`config.mk`:
```
export PLATFORM = sky130hd
export DESIGN_NAME = branch_condition_unit
export DESIGN_NICKNAME = d
export VERILOG_FILES = /design/src/rtl/branch_condition_unit_pkg.sv /design/src/rtl/branch_condition_unit_cond_evaluator.sv /design/src/rtl/branch_condition_unit.sv
export SDC_FILE = /design/constraint.sdc
export NUM_CORES = 1
export LEC_CHECK = 0
export BUFFER_PORTS_ARGS = -buffer_cell sky130_fd_sc_hd__buf_2
export CORE_ASPECT_RATIO = 0.7
export CORE_UTILIZATION = 34
export DETAILED_ROUTE_END_ITERATION = 10
export HOLD_SLACK_MARGIN = 0.12
export REMOVE_ABC_BUFFERS = 1
export SLEW_MARGIN = 0
export SYNTH_ARGS = -nofsm -noshare
export SYNTH_HDL_FRONTEND = slang
export SYNTH_SLANG_ARGS = --single-unit
```
`constraint.sdc`:
```
create_clock -name clk -period 7.14 [get_ports clk]
set_clock_uncertainty 0.15 [all_clocks]
set_input_delay 0.714 -clock clk [delete_from_list [all_inputs] [get_ports clk]]
set_output_delay 0.714 -clock clk [all_outputs]
set_load 0.02 [all_outputs]
```
`src/rtl/branch_condition_unit_pkg.sv`:
```
// Shared encodings for the branch condition unit: condition codes,
// branch types and redirect FSM states.
package branch_condition_unit_pkg;

  localparam logic [3:0] COND_EQ = 4'b0000;
  localparam logic [3:0] COND_NE = 4'b0001;
  localparam logic [3:0] COND_HS = 4'b0010;
  localparam logic [3:0] COND_LO = 4'b0011;
  localparam logic [3:0] COND_MI = 4'b0100;
  localparam logic [3:0] COND_PL = 4'b0101;
  localparam logic [3:0] COND_VS = 4'b0110;
  localparam logic [3:0] COND_VC = 4'b0111;
  localparam logic [3:0] COND_HI = 4'b1000;
  localparam logic [3:0] COND_LS = 4'b1001;
  localparam logic [3:0] COND_GE = 4'b1010;
  localparam logic [3:0] COND_LT = 4'b1011;
  localparam logic [3:0] COND_GT = 4'b1100;
  localparam logic [3:0] COND_LE = 4'b1101;
  localparam logic [3:0] COND_AL = 4'b1110;
  localparam logic [3:0] COND_NV = 4'b1111;

  localparam logic [1:0] BR_BCOND = 2'b00;
  localparam logic [1:0] BR_CBZ   = 2'b01;
  localparam logic [1:0] BR_CBNZ  = 2'b10;
  localparam logic [1:0] BR_B     = 2'b11;

  typedef enum logic {
    ST_IDLE  = 1'b0,
    ST_VALID = 1'b1
  } bcu_state_e;

endpackage

```
`src/rtl/branch_condition_unit_cond_evaluator.sv`:
```
// Combinational LEGv8 condition-code evaluator; shared with future CSEL logic.
module cond_evaluator
  import branch_condition_unit_pkg::*;
(
  input  logic [3:0] cond,
  input  logic       n,
  input  logic       z,
  input  logic       c,
  input  logic       v,
  output logic       taken
);

  always_comb begin
    taken = 1'b1;
    case (cond)
      COND_EQ: taken = z;
      COND_NE: taken = !z;
      COND_HS: taken = c;
      COND_LO: taken = !c;
      COND_MI: taken = n;
      COND_PL: taken = !n;
      COND_VS: taken = v;
      COND_VC: taken = !v;
      COND_HI: taken = c & !z;
      COND_LS: taken = !(c & !z);
      COND_GE: taken = (n == v);
      COND_LT: taken = (n != v);
      COND_GT: taken = !z & (n == v);
      COND_LE: taken = !(!z & (n == v));
      default: taken = 1'b1;
    endcase
  end

endmodule

```
`src/rtl/branch_condition_unit.sv`:
```
// Branch resolution: flag select, target generation, one-entry redirect
// register with valid/ready handshake, and saturating taken/not-taken counters.
module branch_condition_unit
  import branch_condition_unit_pkg::*;
#(
  parameter int DATA_WIDTH = 64,
  parameter int CNT_WIDTH  = 32
) (
  input  logic                  clk,
  input  logic                  reset,
  input  logic                  br_valid,
  output logic                  br_ready,
  input  logic [1:0]            br_type,
  input  logic [3:0]            br_cond,
  input  logic [DATA_WIDTH-1:0] br_operand,
  input  logic [DATA_WIDTH-1:0] br_pc,
  input  logic [DATA_WIDTH-1:0] br_offset,
  input  logic                  negative_in,
  input  logic                  zero_in,
  input  logic                  carry_in,
  input  logic                  overflow_in,
  input  logic                  fwd_valid,
  input  logic                  fwd_n,
  input  logic                  fwd_z,
  input  logic                  fwd_c,
  input  logic                  fwd_v,
  input  logic                  flags_pending,
  input  logic                  flush,
  output logic                  redirect_valid,
  input  logic                  redirect_ready,
  output logic                  redirect_taken,
  output logic [DATA_WIDTH-1:0] redirect_target,
  output logic [CNT_WIDTH-1:0]  taken_count,
  output logic [CNT_WIDTH-1:0]  not_taken_count
);

  bcu_state_e            state, state_next;
  logic                  flag_n, flag_z, flag_c, flag_v;
  logic                  cond_taken;
  logic                  taken;
  logic                  accept;
  logic [DATA_WIDTH-1:0] target;

  // Forwarded flags from a same-cycle setter override the status register.
  assign flag_n = fwd_valid ? fwd_n : negative_in;
  assign flag_z = fwd_valid ? fwd_z : zero_in;
  assign flag_c = fwd_valid ? fwd_c : carry_in;
  assign flag_v = fwd_valid ? fwd_v : overflow_in;

  cond_evaluator u_cond_evaluator (
    .cond  (br_cond),
    .n     (flag_n),
    .z     (flag_z),
    .c     (flag_c),
    .v     (flag_v),
    .taken (cond_taken)
  );

  always_comb begin
    taken = 1'b1;
    case (br_type)
      BR_BCOND: taken = cond_taken;
      BR_CBZ:   taken = (br_operand == '0);
      BR_CBNZ:  taken = (br_operand != '0);
      default:  taken = 1'b1;
    endcase
  end

  assign target = taken ? (br_pc + (br_offset << 2)) : (br_pc + DATA_WIDTH'(4));

  assign br_ready = reset & !flush & !flags_pending &
                    ((state == ST_IDLE) | redirect_ready);
  assign accept   = br_valid & br_ready;

  always_comb begin
    state_next = state;
    case (state)
      ST_IDLE: begin
        if (accept) state_next = ST_VALID;
      end
      ST_VALID: begin
        if (flush)               state_next = ST_IDLE;
        else if (accept)         state_next = ST_VALID;
        else if (redirect_ready) state_next = ST_IDLE;
      end
      default: state_next = ST_IDLE;
    endcase
  end

  always_ff @(posedge clk) begin
    if (!reset) state <= ST_IDLE;
    else        state <= state_next;
  end

  assign redirect_valid = (state == ST_VALID);

  always_ff @(posedge clk) begin
    if (!reset) begin
      redirect_taken  <= 1'b0;
      redirect_target <= '0;
      taken_count     <= '0;
      not_taken_count <= '0;
    end else if (accept) begin
      redirect_taken  <= taken;
      redirect_target <= target;
      if (taken && taken_count != '1)          taken_count     <= taken_count + 1'b1;
      if (!taken && not_taken_count != '1)     not_taken_count <= not_taken_count + 1'b1;
    end
  end

endmodule

```
==> reports/results.txt, run 1 <==
Of all flip-flops after synthesis, the portion carrying an async set or reset was 0%. Relative to the synthesized area, the layout overhead comes to 28.2%. For the global-route wire length before repair, the log shows 48,800 um. IR analysis of the VDD net gives a maximum drop of 166 uV. Most used standard cell by instance count after synthesis: sky130_fd_sc_hd__nand2_1.

The number of violations reported at the end of detailed-routing iteration 0 is 487, and the hold buffer count at cts is 0. Across all hold checks on the routed design, the worst slack comes to 301 ps. The overall die height is 141 um, and the total power of the final layout is 0.00224 W. The tools report the total of cells resized after clock tree synthesis as 0.

TritonCTS built the clock tree. The library cell with the largest summed area after synthesis is sky130_fd_sc_hd__dfxtp_1. The top cell type's share of synthesized area came out at 27.9%.

The die covers 28,100 um^2. In the post-synthesis netlist, the biggest area contributors are sky130_fd_sc_hd__dfxtp_1 (28%), sky130_fd_sc_hd__ha_1 (8.5%), sky130_fd_sc_hd__a21oi_1 (6.2%). In this run the count of I/O pins placed on the die edge is 344.

The tools report the number of buffers on the longest clock path as 2. Sorting the synthesized cells by how often they occur yields sky130_fd_sc_hd__nand2_1 (138), sky130_fd_sc_hd__dfxtp_1 (130), sky130_fd_sc_hd__a21oi_1 (115). In this run the static leakage power is 5.44 nW.

The number of max-cap violations was 0; the average wire length per cell after detail routing was 17.0 um. The largest fanout of any net on the critical path works out to 27. Detailed placement finished with a half-perimeter wire length of 25,300 um.

After synthesis the netlist holds a flip-flop and latch count of 130. The die is 200 um wide. For the clock sink count, the log shows 130. Setup repair after global routing left no endpoint under its margin. At the end of the flow, the number of nets in the layout was 1,810. For the combined global-route utilization of all metal layers, the log shows 22.4%. The total number of H-tree levels is 4, and the final number of hold-violating endpoints is 0. STA classifies the critical path startpoint as a primary input.

Buffers placed on the I/O ports in this run total 341. Once detail routing completed, the nets flagged for antenna violations numbered 0. The tools report the total detailed-routing wirelength as 32,600 um. For the sequential share of the synthesized area, the log shows 27.9%.

The worst hold path belongs to the class reg -> reg. The source-to-sink clock delay at the later pin of the worst-skew pair was 430 ps; the total setup buffers inserted after CTS was 0. The critical setup path kind is in -> reg. In this run, synthesis inferred 0 flip-flops with an integrated enable. Instance count of the mapped netlist: 1,224. The placeable core region is 26,800 um^2, and the synthesized area per cell is 7.62 um^2. Detailed-routing iteration count for the pre-antenna-repair pass: 7. Entering global routing, the biggest net connects 71 pins.

The floorplan has 50 rows. The transition time at the pin with the least slew margin came out at 1180 ps. STA classifies the critical path endpoint as a register. Of the cells placed in the final design, the portion with a size suffix greater than 1 is 25.9%. Buffer cell driving the clock tree root: sky130_fd_sc_hd__clkbuf_16. Setup violations remaining at the end of the flow were counted as 0. The number of vias per cell is 5.20. Prevailing post-synth register cell: sky130_fd_sc_hd__dfxtp_1. The aggregate global routing overflow was 0. The logs give 20.0% for the worst max-slew margin expressed relative to the limit and 0 for the number of warning messages in the yosys log.

At the worst endpoint, the required time is 7330 ps. At the worst endpoint, the arrival time is 5860 ps. The tools report the number of global-route vias before repair as 9,102. The tools report the via count as 9,948. The sum of negative setup slack was 0 ps. Total count of max-transition violations in the final report: 0. For the weighted congestion reported at the end of routability-driven placement, the log shows 0.885. The number of DRC violations after detailed routing was 0; the achievable frequency was 176 MHz. Dividing total power by cell area gives a power density of 188 nW/um^2.

After synthesis the cells add up to 9330 um^2. After filler insertion, the fill cell instance count of the layout stands at 2,777. Counting the buffers created by CTS gives 17.

Clock-pin slew was measured on the worst setup and hold paths at 60 ps. After synthesis, the netlist uses 65 different library cells. For this configuration, the core starts out at a cell density of 34.8%. The number of antenna violations at the first check in global routing came out at 3. The flow ran to the end, and the final reports show no timing, DRC or antenna violations. The routed design could run at a clock period as short as 5670 ps.

The share of the clock period used by the worst path after layout was 79.4%.
through the flow:
stage	util [%]	worst slack (ps)	cells	cell area (um^2)
after CTS	44.5	1460	1910	12000
after detailed placement	42.2	1050	1878	11300
after global placement	42.2	1040	1878	11300
after floorplan	-	1120	1164	9090
after global routing	44.6	1090	1912	12000
final	44.6	1470	1912	12000
layout make-up:
class / count / area (um^2) / share of cell area (%)
multi-input combinational: 1004 / 6390 / 53.4
antenna: 2 / 5.00 / 0.0418
tap: 364 / 455 / 3.81
clock inverter: 14 / 189 / 1.58
timing repair buffer: 350 / 1770 / 14.8
clock buffer: 18 / 429 / 3.59
inverter: 30 / 114 / 0.952
sequential: 130 / 2600 / 21.8
worst max-delay path: stages:
cell and delay [ps]:
sky130_fd_sc_hd__buf_2 100, sky130_fd_sc_hd__nor4_1 330, sky130_fd_sc_hd__nand4_1 160, sky130_fd_sc_hd__nor4_1 500
sky130_fd_sc_hd__mux2i_1 240, sky130_fd_sc_hd__inv_1 110, sky130_fd_sc_hd__nor2_4 210, sky130_fd_sc_hd__buf_4 330
sky130_fd_sc_hd__nor2b_1 90, sky130_fd_sc_hd__ha_1 340, sky130_fd_sc_hd__o211ai_1 90, sky130_fd_sc_hd__o21ai_0 540
sky130_fd_sc_hd__o21a_1 230, sky130_fd_sc_hd__o2111ai_1 240, sky130_fd_sc_hd__nand3_1 210, sky130_fd_sc_hd__nand2_1 80
sky130_fd_sc_hd__o21ai_0 450, sky130_fd_sc_hd__a31oi_1 250, sky130_fd_sc_hd__or4_1 540, sky130_fd_sc_hd__o211ai_1 110
worst paths after layout:
| path | slack, ps | endpoint | depth (start not counted) | startpoint |
|---|---|---|---|---|
| setup / recovery | 1470 | redirect_target[57] | 20 | br_operand[20] |
| hold reg to reg | 300 | redirect_target[24] | 2 | redirect_target[24] |
| setup reg to reg | 3820 | taken_count[5] | 11 | taken_count[2] |
| hold / removal | 300 | redirect_target[24] | 2 | redirect_target[24] |
routing by layer:
| layer | vias to the layer above | track usage (%) | wire length [um] |
|---|---|---|---|
| met2 | 330 | 36.8 | 14800 |
| met1 | 4592 | 30.1 | 15300 |
| met5 | - | 0 | 13 |
| met4 | 2 | 4.94 | 379 |
| li1 | 5002 | - | - |
| met3 | 22 | 4.55 | 2090 |
state kept, by name, indices dropped and copies added, names as in the netlist:
| register | count |
|---|---|
| taken_count | 32 |
| redirect_taken | 1 |
| redirect_target | 64 |
| not_taken_count | 32 |
| redirect_valid | 1 |
where the power goes:
| part | switching [W] | leakage (nW) | total, W | internal, W |
|---|---|---|---|---|
| Sequential | 0.00000886 | 1.05 | 0.000750 | 0.000741 |
| Combinational | 0.000319 | 4.09 | 0.000545 | 0.000226 |
| Clock | 0.000385 | 0.297 | 0.000948 | 0.000563 |
cell usage in the layout (no fill, tap or decap), drive strengths merged, types with 11 or more instances in the layout:
cell type    n
a21o        30
a21oi      115
and3        16
and4        12
buf        350
clkbuf      18
dfxtp      130
ha          63
inv         38
nand2      138
nand3       62
nand4       31
nor2       103
nor2b       67
nor3        18
nor4        24
o21a        11
o21ai       71
o21bai      16
or3         11
xnor2       52
xor2        54
kinds of logic after synthesis:
logic type / count (synthesis) / synth area share [%]
and+or+nand+nor: 513 / 27.6
buffers and inverters: 90 / 3.73
xor gates and xnor gates: 106 / 9.95
DFF: 130 / 27.9
AOI/OAI and AO/OA: 310 / 20.8
adders and majority gates: 64 / 8.67
muxes: 11 / 1.37
No activity file was read; power rests on OpenSTA's default activity.
==> run 2: changes to the inputs <==
==> constraint.sdc (replaced) <==
create_clock -name clk -period 5.3 [get_ports clk]
set_clock_uncertainty 0.15 [all_clocks]
set_input_delay 0.53 -clock clk [delete_from_list [all_inputs] [get_ports clk]]
set_output_delay 0.53 -clock clk [all_outputs]
set_load 0.02 [all_outputs]
==> run 2 against run 1 <==
Sequential power grew 35%. Final cell count grew 5.2%. Count of clock-buffer cells in the layout shrank 1. Setup slack lost 1200 ps. Wire length grew 4.6%. First-iteration DRC count grew 11%. Die area is the same. Critical path depth grew 1. Combinational power grew 57%. Global-route usage grew 1.4 points. Worst hold slack lost 110 ps. Critical path type unchanged. Largest power group unchanged.
==> reports/results.txt, run 2 (synthesis results as in run 1) <==
The run finished with clean final reports. The logs give 0.875 (-1.2%) for the weighted congestion reported at the end of routability-driven placement and 34.8% (unchanged) for the initial core utilization. The run gives 27.2% (+2.9 points) as the combinational power share. The portion of total power attributed to sequential cells came out at 32.3% (-1.1 points).

The transition time at the pin with the least slew margin works out to 1130 ps (-53.8 ps). The register name with the most flops is redirect_target. The global-route wire length before repair was 51,900 um (+6.3%); the internal power component was 0.00211 W (+38%). The leading cell type in the layout, fill and taps excluded was sky130_fd_sc_hd__buf_2. The number of failing setup endpoints in the final timing report is 0 (unchanged), and the number of vias per cell is 5.21 (+0.12%). The run gives 320 ps (-1150 ps) as the least setup slack across all paths after layout.

Number of violations reported at the end of detailed-routing iteration 0: 542 (+11%). The worst setup slack before clock tree synthesis was -74.6 ps (-1120 ps). The number of buffers on the longest clock path was 2 (unchanged); the via count was 10,500 (+5.3%). For the number of antenna violations at the first check in global routing, the log shows 2 (-1).

The required time of the worst setup path came out at 5490 ps (-1840 ps). The source-to-sink clock delay at the later pin of the worst-skew pair came out at 430 ps (about the same). The count of nets after finishing came out at 1,910 (+5.5%). The number of nets with antenna violations after detailed routing is 0 (unchanged), and the number of port buffers is 341 (unchanged). The root buffer cell chosen for the clock tree is sky130_fd_sc_hd__clkbuf_16. Total power of the final layout: 0.00313 W (+40%).

The die width is 200 um (unchanged). The classification of the worst-slack hold path was in -> reg. The most critical setup path has its startpoint at br_operand[20].

Post-CTS clock slew at the launch and capture registers of the worst setup and hold paths: 70 ps (about the same). Cell with the largest stage delay on the worst path: sky130_fd_sc_hd__or4_1. Dividing the final minimum period by the clock period gives 94.0%. The logs give 40.5% (-1.7 points) for the share of power burned in the clock network and 5170 ps (-690 ps) for the data arrival at the endpoint of the critical path. The top cell types in the final layout, fill and taps aside, are sky130_fd_sc_hd__buf_2 (341), sky130_fd_sc_hd__nand2_1 (137), sky130_fd_sc_hd__dfxtp_1 (130). Die area: 28,100 um^2 (unchanged). TritonCTS built the clock tree.

The run gives 0 (unchanged) as the total setup buffers inserted after CTS. Total count of max-transition violations in the final report: 0 (unchanged). The critical path in this run is classified as in -> reg. The number of DRC violations after detailed routing is 0 (unchanged).

The critical path's top delay family is simple AND/OR/NAND/NOR gates. Maximum number of pins on one net before global-route repair: 92 (+30%). Subtracting the final worst setup slack from the clock period gives 4980 ps.

Setup repair after global routing left no endpoint under its margin. The average wire length per cell after detail routing is 16.9 um (-0.54%), and the worst path buffer plus inverter count is 5 (+2). The power per standard cell area was 246 nW/um^2 (+31%). The number of placed I/O pins is 344 (unchanged), and the worst max-slew margin expressed relative to the limit is 24.5% (+4.5 points). The sum of net half-perimeters after detailed placement was 26,700 um (+5.5%).

Traced cell by cell, the critical path runs through buf_2 > nor4_1 > nand4_1 > nor4_1 > buf_4 > mux2i_1 > inv_1 > nor2_4 > buf_4 > buf_12 > nor2b_1 > ha_1 > nand4_1 > nor2_1 > o2111ai_1 > nand3_1 > nand2_1 > o21ai_0 > a31oi_1 > or4_1 > o211ai_1. The tools report the number of buffers created by CTS as 17 (unchanged). The logs give 0 (unchanged) for the final number of hold-violating endpoints and 0 (unchanged) for the aggregate global routing overflow. The tools report the number of global-route vias before repair as 9,885 (+8.6%).

For the number of max-cap violations, the log shows 0 (unchanged). The row count was 50 (unchanged); the critical path's largest stage delay was 530 ps (about the same). Maximum ir drop on the vdd rail: 220 uV (+33%). The run gives 201 MHz as the achievable frequency. The share of total power consumed by net switching is 32.6% (+0.85 points), and the largest fanout of any net on the critical path is 21 (-22%). The largest registers in the layout are redirect_target x64, not_taken_count x32, taken_count x32.

The power dissipated by switching net loads is 0.00102 W (+43%), and the overall die height is 141 um (unchanged). The flip-flop count of the largest register, all copies and words added was 64 (unchanged). The standby leakage power is 5.94 nW (+9.1%). The placeable core region is 26,800 um^2 (unchanged), and the combined global-route utilization of all metal layers is 23.7% (+1.4 points). The worst setup path is captured at a register. The synthesis-to-layout area growth is 36.3%. The startpoint identified for the worst hold timing path is br_pc[1].

The tools report the detailed-routing iteration count for the pre-antenna-repair pass as 6 (-1). The worst setup path is launched from a primary input. The clock sink count is 130 (unchanged), and the total number of H-tree levels is 4 (unchanged). The utilization after layout was 47.4% (+2.8 points). The worst register-to-register path begins at redirect_valid. The total detailed-routing wirelength was 34,100 um (+4.6%); the layout cell share with drive strength beyond 1 was 30.5% (+4.6 points).
-- run 2: layer usage --
layer / vias to the layer above / routed length (um) / GRT usage, %
met1: 4895 / 16000 / 32.2
met3: 43 / 1950 / 4.35
met2: 350 / 15500 / 38.7
met4: 2 / 601 / 5.87
met5: - / 8 / 0
li1: 5186 / - / -
-- run 2: path summary, 6_finish.rpt --
check,endpoint,slack (ps),cells past startpoint
setup reg to reg,taken_count[8],2040,8
hold / removal,redirect_target[1],190,3
setup / recovery,redirect_target[57],320,21
hold reg to reg,redirect_target[27],300,2
-- run 2: layout make-up --
type                    instances  area, um^2
well taps                     364         455
inverters                      30         114
flip-flops and latches        130        2600
clock buffers                  17         425
clock inverters                15         183
repair buffers                450        2540
fillers                      2761       14100
diodes                          1        2.50
multi-input cells            1004        6400
-- run 2: power groups by stage --
stage	Combinational (W)	Clock (W)	Sequential [W]
3_5_place_dp	0.000841	0	0.00103
5_1_grt	0.000938	0.00134	0.00101
2_1_floorplan	0.000456	0	0.00106
3_3_place_gp	0.000837	0	0.00103
4_1_cts	0.000848	0.00129	0.00101
6_report	0.000853	0.00127	0.00101
-- run 2: worst min-delay path, cell delays in order --
cell and delay [ps]:
sky130_fd_sc_hd__buf_2 100, sky130_fd_sc_hd__nand2_1 50, sky130_fd_sc_hd__a21oi_1 50
-- run 2: metrics by stage --
| stage | area (um^2) | TNS, ps | hold slack [ps] | instances |
|---|---|---|---|---|
| 2_1_floorplan | 9090 | -15790 | 378 | 1164 |
| 6_report | 12700 | 0 | 190 | 2011 |
| 4_1_cts | 12700 | 0 | 173 | 2010 |
| 3_3_place_gp | 12100 | -82.9 | 288 | 1978 |
| 5_1_grt | 12700 | 0 | 184 | 2011 |
| 3_5_place_dp | 12100 | -459 | 292 | 1978 |
-- run 2: what timing repair did --
| action | CTS | global route |
|---|---|---|
| endpoints found under the setup margin | 0 | 8 |
| endpoints found under the hold margin | 0 | 0 |
| gates resized for setup | 0 | 3 |
| hold buffers | 0 | 0 |
==> run 3: changes to the inputs <==
--- a/config.mk
+++ b/config.mk
@@ -5,13 +5,13 @@
 export SDC_FILE = /design/constraint.sdc
 export NUM_CORES = 1
 export LEC_CHECK = 0
+export ABC_AREA = 1
 export BUFFER_PORTS_ARGS = -buffer_cell sky130_fd_sc_hd__buf_2
 export CORE_ASPECT_RATIO = 0.7
 export CORE_UTILIZATION = 34
 export DETAILED_ROUTE_END_ITERATION = 10
 export HOLD_SLACK_MARGIN = 0.12
 export REMOVE_ABC_BUFFERS = 1
-export SLEW_MARGIN = 0
 export SYNTH_ARGS = -nofsm -noshare
 export SYNTH_HDL_FRONTEND = slang
 export SYNTH_SLANG_ARGS = --single-unit
==> run 3 against run 2 <==
Non-clock buffer count shrank 100. Via count increased by 34%. Utilization decreased by 4.3 points. Final cell count increased by 42%. Synthesized area grew 27%. Largest power group unchanged.
==> reports/results.txt, run 3 <==
The number of DRC violations after detailed routing was 0 (unchanged); the sequential cell area was 2600 um^2 (unchanged). The tools report the sum of negative setup slack as 0 ps (unchanged). The portion of total power attributed to sequential cells came out at 32.0% (-0.3 points). The number of placed I/O pins is 344 (unchanged), and the sequential share of the synthesized area is 21.9% (-6.0 points). In this run the critical register-to-register path is launched from taken_count[1]. The weighted congestion reported at the end of routability-driven placement was 1.00 (+14%).

The run gives 0 (unchanged) as the number of failing setup endpoints in the final timing report. The logs give 70,000 um (+35%) for the global-route wire length before repair and 2 (unchanged) for the number of buffers on the longest clock path. For this run, the leading register cell type out of synthesis is sky130_fd_sc_hd__dfxtp_1. Counting instances in the post-synthesis netlist gives the leading cell types as sky130_fd_sc_hd__nand2_1 (430), sky130_fd_sc_hd__nor2_1 (406), sky130_fd_sc_hd__inv_1 (347).

The run gives 4 (+2) as the number of antenna violations at the first check in global routing. Yosys instantiated no cell more often than sky130_fd_sc_hd__nand2_1. The share of the clock period used by the worst path after layout is 80.7% (-13 points). Of all cell types, the one taking the most synthesized area is sky130_fd_sc_hd__dfxtp_1. The run gives 0.00201 W (-4.7%) as the internal power component. The source of the worst hold timing path was br_pc[0]. The proportion of register bits with asynchronous set or reset after synthesis was 0% (unchanged); the final number of hold-violating endpoints was 0 (unchanged). The aggregate global routing overflow is 0 (unchanged).

The cell count of the worst hold path was 3 (unchanged); the combined global-route utilization of all metal layers was 25.6% (+1.8 points). The startpoint type of the worst setup path is a primary input. The setup slack of the most critical reg-to-reg path was 2160 ps (+120 ps); the post-CTS clock slew at the launch and capture registers of the worst setup and hold paths was 70 ps (about the same). The share of total power consumed by net switching is 36.0% (+3.4 points), and the data arrival at the endpoint of the critical path is 4470 ps (-700 ps).

For the power dissipated by switching net loads, the log shows 0.00113 W (+11%). The layout cell share with drive strength beyond 1 was 18.7% (-12 points); the standby leakage power was 7.41 nW (+25%). The detailed-routing iteration count for the pre-antenna-repair pass is 6 (unchanged), and the total area of multi-input combinational cells is 7730 um^2 (+21%). The total detailed-routing wirelength was 46,000 um (+35%). The run gives 0 (unchanged) as the number of warning messages in the yosys log.

The classification of the worst-slack hold path is in -> reg. The number of nets with antenna violations after detailed routing is 0 (unchanged). The count of state elements after synthesis was 130 (unchanged).

The flip-flop count of the largest register, all copies and words added is 64 (unchanged). The average wire length per cell after detail routing works out to 16.1 um (-5.0%). The tools report the number of buffers created by CTS as 17 (unchanged). For the total setup buffers inserted after CTS, the log shows 0 (unchanged). The number of fill cells was 3,767 (+36%); the overall die height was 158 um (+13%).

In the layout the commonest cells are sky130_fd_sc_hd__nand2_1 (430), sky130_fd_sc_hd__nor2_1 (406), sky130_fd_sc_hd__inv_1 (347). The logs give 0 (unchanged) for the total count of max-transition violations in the final report and 37,400 um (+40%) for the sum of net half-perimeters after detailed placement. The number of max-cap violations was 0 (unchanged). Combinational power share: 27.6% (+0.4 points). For the achievable frequency, the log shows 234 MHz (+16%). The total of cells resized after clock tree synthesis is 0 (unchanged), and the synthesis-to-layout area growth is 23.2%. The tools report the end point of the worst hold path as redirect_target[0]. The number of port buffers is 341 (unchanged), and the total number of H-tree levels is 4 (unchanged). For the placeable core region, the log shows 34,000 um^2 (+27%).

The required time of the worst setup path came out at 5490 ps (about the same). Ranked by flip-flop count, first place goes to redirect_target. The run gives 130 (unchanged) as the clock sink count.

In the final layout, the registers with the most flip-flops are redirect_target x64, not_taken_count x32, taken_count x32. Count of nets after finishing: 2,652 (+39%). The depth of the worst register-to-register path works out to 10 (+2).

Transition time at the pin with the least slew margin: 830 ps (-301 ps). Cell with the largest stage delay on the worst path: sky130_fd_sc_hd__ha_1. The maximum number of pins on one net before global-route repair was 68 (-26%). The tools report the row count as 56 (+12%). The maximum ir drop on the vdd rail was 228 uV (+3.6%); the initial core utilization was 35.0% (+0.23 points). STA classifies the critical path endpoint as a register.

The flow ran to the end, and the final reports show no timing, DRC or antenna violations. The endpoint of the worst register-to-register path is taken_count[31]. For the share of power burned in the clock network, the log shows 40.5% (about the same). The number of different library cells in the post-synthesis netlist was 50 (-23%); the critical path's largest stage delay was 340 ps (-190 ps). The logs give 0 (unchanged) for the hold buffer count at cts and 12,800 (+29%) for the number of global-route vias before repair. Setup repair after global routing left no endpoint under its margin. Instance count of the mapped netlist: 2,048 (+67%). The synthesized area per cell is 5.80 um^2 (-24%). The post-synthesis instance area was 11,900 um^2 (+27%); the number of violations reported at the end of detailed-routing iteration 0 was 1,497 (+180%). Cell occurring most often along the worst timing path: sky130_fd_sc_hd__nand2_1. The buffer cell driving the clock tree root is sky130_fd_sc_hd__clkbuf_16. Critical setup path kind: in -> reg.

The power per standard cell area works out to 215 nW/um^2 (-13%). For the die area, the log shows 35,700 um^2 (+27%). For the source-to-sink clock delay at the later pin of the worst-skew pair, the log shows 450 ps (+20 ps). The run gives 14,100 (+34%) as the via count. The final critical path time including I/O delays and setup is 4280 ps (-701 ps).

Ranked by total cell area, the synthesized netlist is headed by sky130_fd_sc_hd__dfxtp_1 (22%), sky130_fd_sc_hd__nand2_1 (14%), sky130_fd_sc_hd__nor2_1 (13%). The library cell used most frequently in the layout, excluding fill and tap cells, is sky130_fd_sc_hd__nand2_1. The die width came out at 225 um (+13%).

The top cell type's share of synthesized area came out at 21.9% (-6.0 points). The number of enable-type register cells in the synthesized netlist is 0 (unchanged). The largest fanout of any net on the critical path works out to 59 (+180%). TritonCTS built the clock tree. The worst max-slew margin expressed relative to the limit was 44.7% (+20 points); the worst hold slack across all endpoints was 191 ps (+1.60 ps). The number of vias per cell is 4.92 (-5.5%).
==> run 3: power groups by stage <==
stage	Combinational (W)	Clock (W)	Sequential [W]
floorplan	0.000507	0	0.00105
global placement	0.000845	0	0.00103
detailed placement	0.000848	0	0.00103
CTS	0.000853	0.00129	0.00101
global route	0.000963	0.00133	0.00101
finish	0.000866	0.00127	0.00101
==> run 3: metrics by stage <==
stage,cell area (um^2),worst slack (ps),util (%),cells,total power [W]
floorplan,11700,1240,-,2006,0.00156
global placement,14000,639,41.3,2820,0.00187
detailed placement,14000,608,41.3,2820,0.00188
CTS,14600,1070,43.1,2852,0.00315
global route,14600,549,43.1,2855,0.00330
finish,14600,1020,43.1,2856,0.00314
==> run 3: cells by family (layout without fill, tap and decap cells) <==
| logic type | count (synthesis) | count (layout) | share of synthesized area, % |
|---|---|---|---|
| AOI/OAI and AO/OA | 330 | 330 | 15.7 |
| xor gates and xnor gates | 68 | 68 | 5.01 |
| adders and majority gates | 64 | 64 | 6.80 |
| buffers and inverters | 395 | 735 | 13.1 |
| DFF | 130 | 130 | 21.9 |
| other | 0 | 4 | 0 |
| and+or+nand+nor | 1061 | 1061 | 37.4 |
==> run 3: cell type report <==
type / instances / area share [%]
multi-input cells: 1523 / 52.8
inverters: 353 / 9.08
repair buffers: 350 / 12.2
clock inverters: 14 / 1.15
well taps: 464 / 3.96
flip-flops and latches: 130 / 17.8
diodes: 4 / 0.0684
clock buffers: 18 / 3.00
==> run 3: how the worst max path moves through the flow <==
stage / end / cells after the start / slack [ps] / start
3_5_place_dp: redirect_target[60] / 29 / 610 / br_operand[4]
3_3_place_gp: redirect_target[60] / 29 / 640 / br_operand[4]
5_1_grt: redirect_target[60] / 29 / 550 / br_operand[4]
4_1_cts: redirect_target[60] / 29 / 1070 / br_operand[4]
6_report: redirect_target[60] / 29 / 1020 / br_operand[4]
2_1_floorplan: taken_count[10] / 8 / 1240 / reset
==> run 3: critical path: cells and delay by family <==
kind / cells / cell delay (ps)
simple gates: 19 / 2170
buf+inv: 6 / 760
compound gates: 3 / 620
fa+ha+maj: 1 / 340
==> run 3: metal layers <==
metal  up-vias  wire (um)  track usage [%]  share of wire, %
met4         0        522             6.09               1.1
met2       535      17700             35.1                38
met3        29       3460             5.33               7.5
li1       7149          -                -                 -
met1      6346      24300             39.4                53
met5         -          0                0                 0
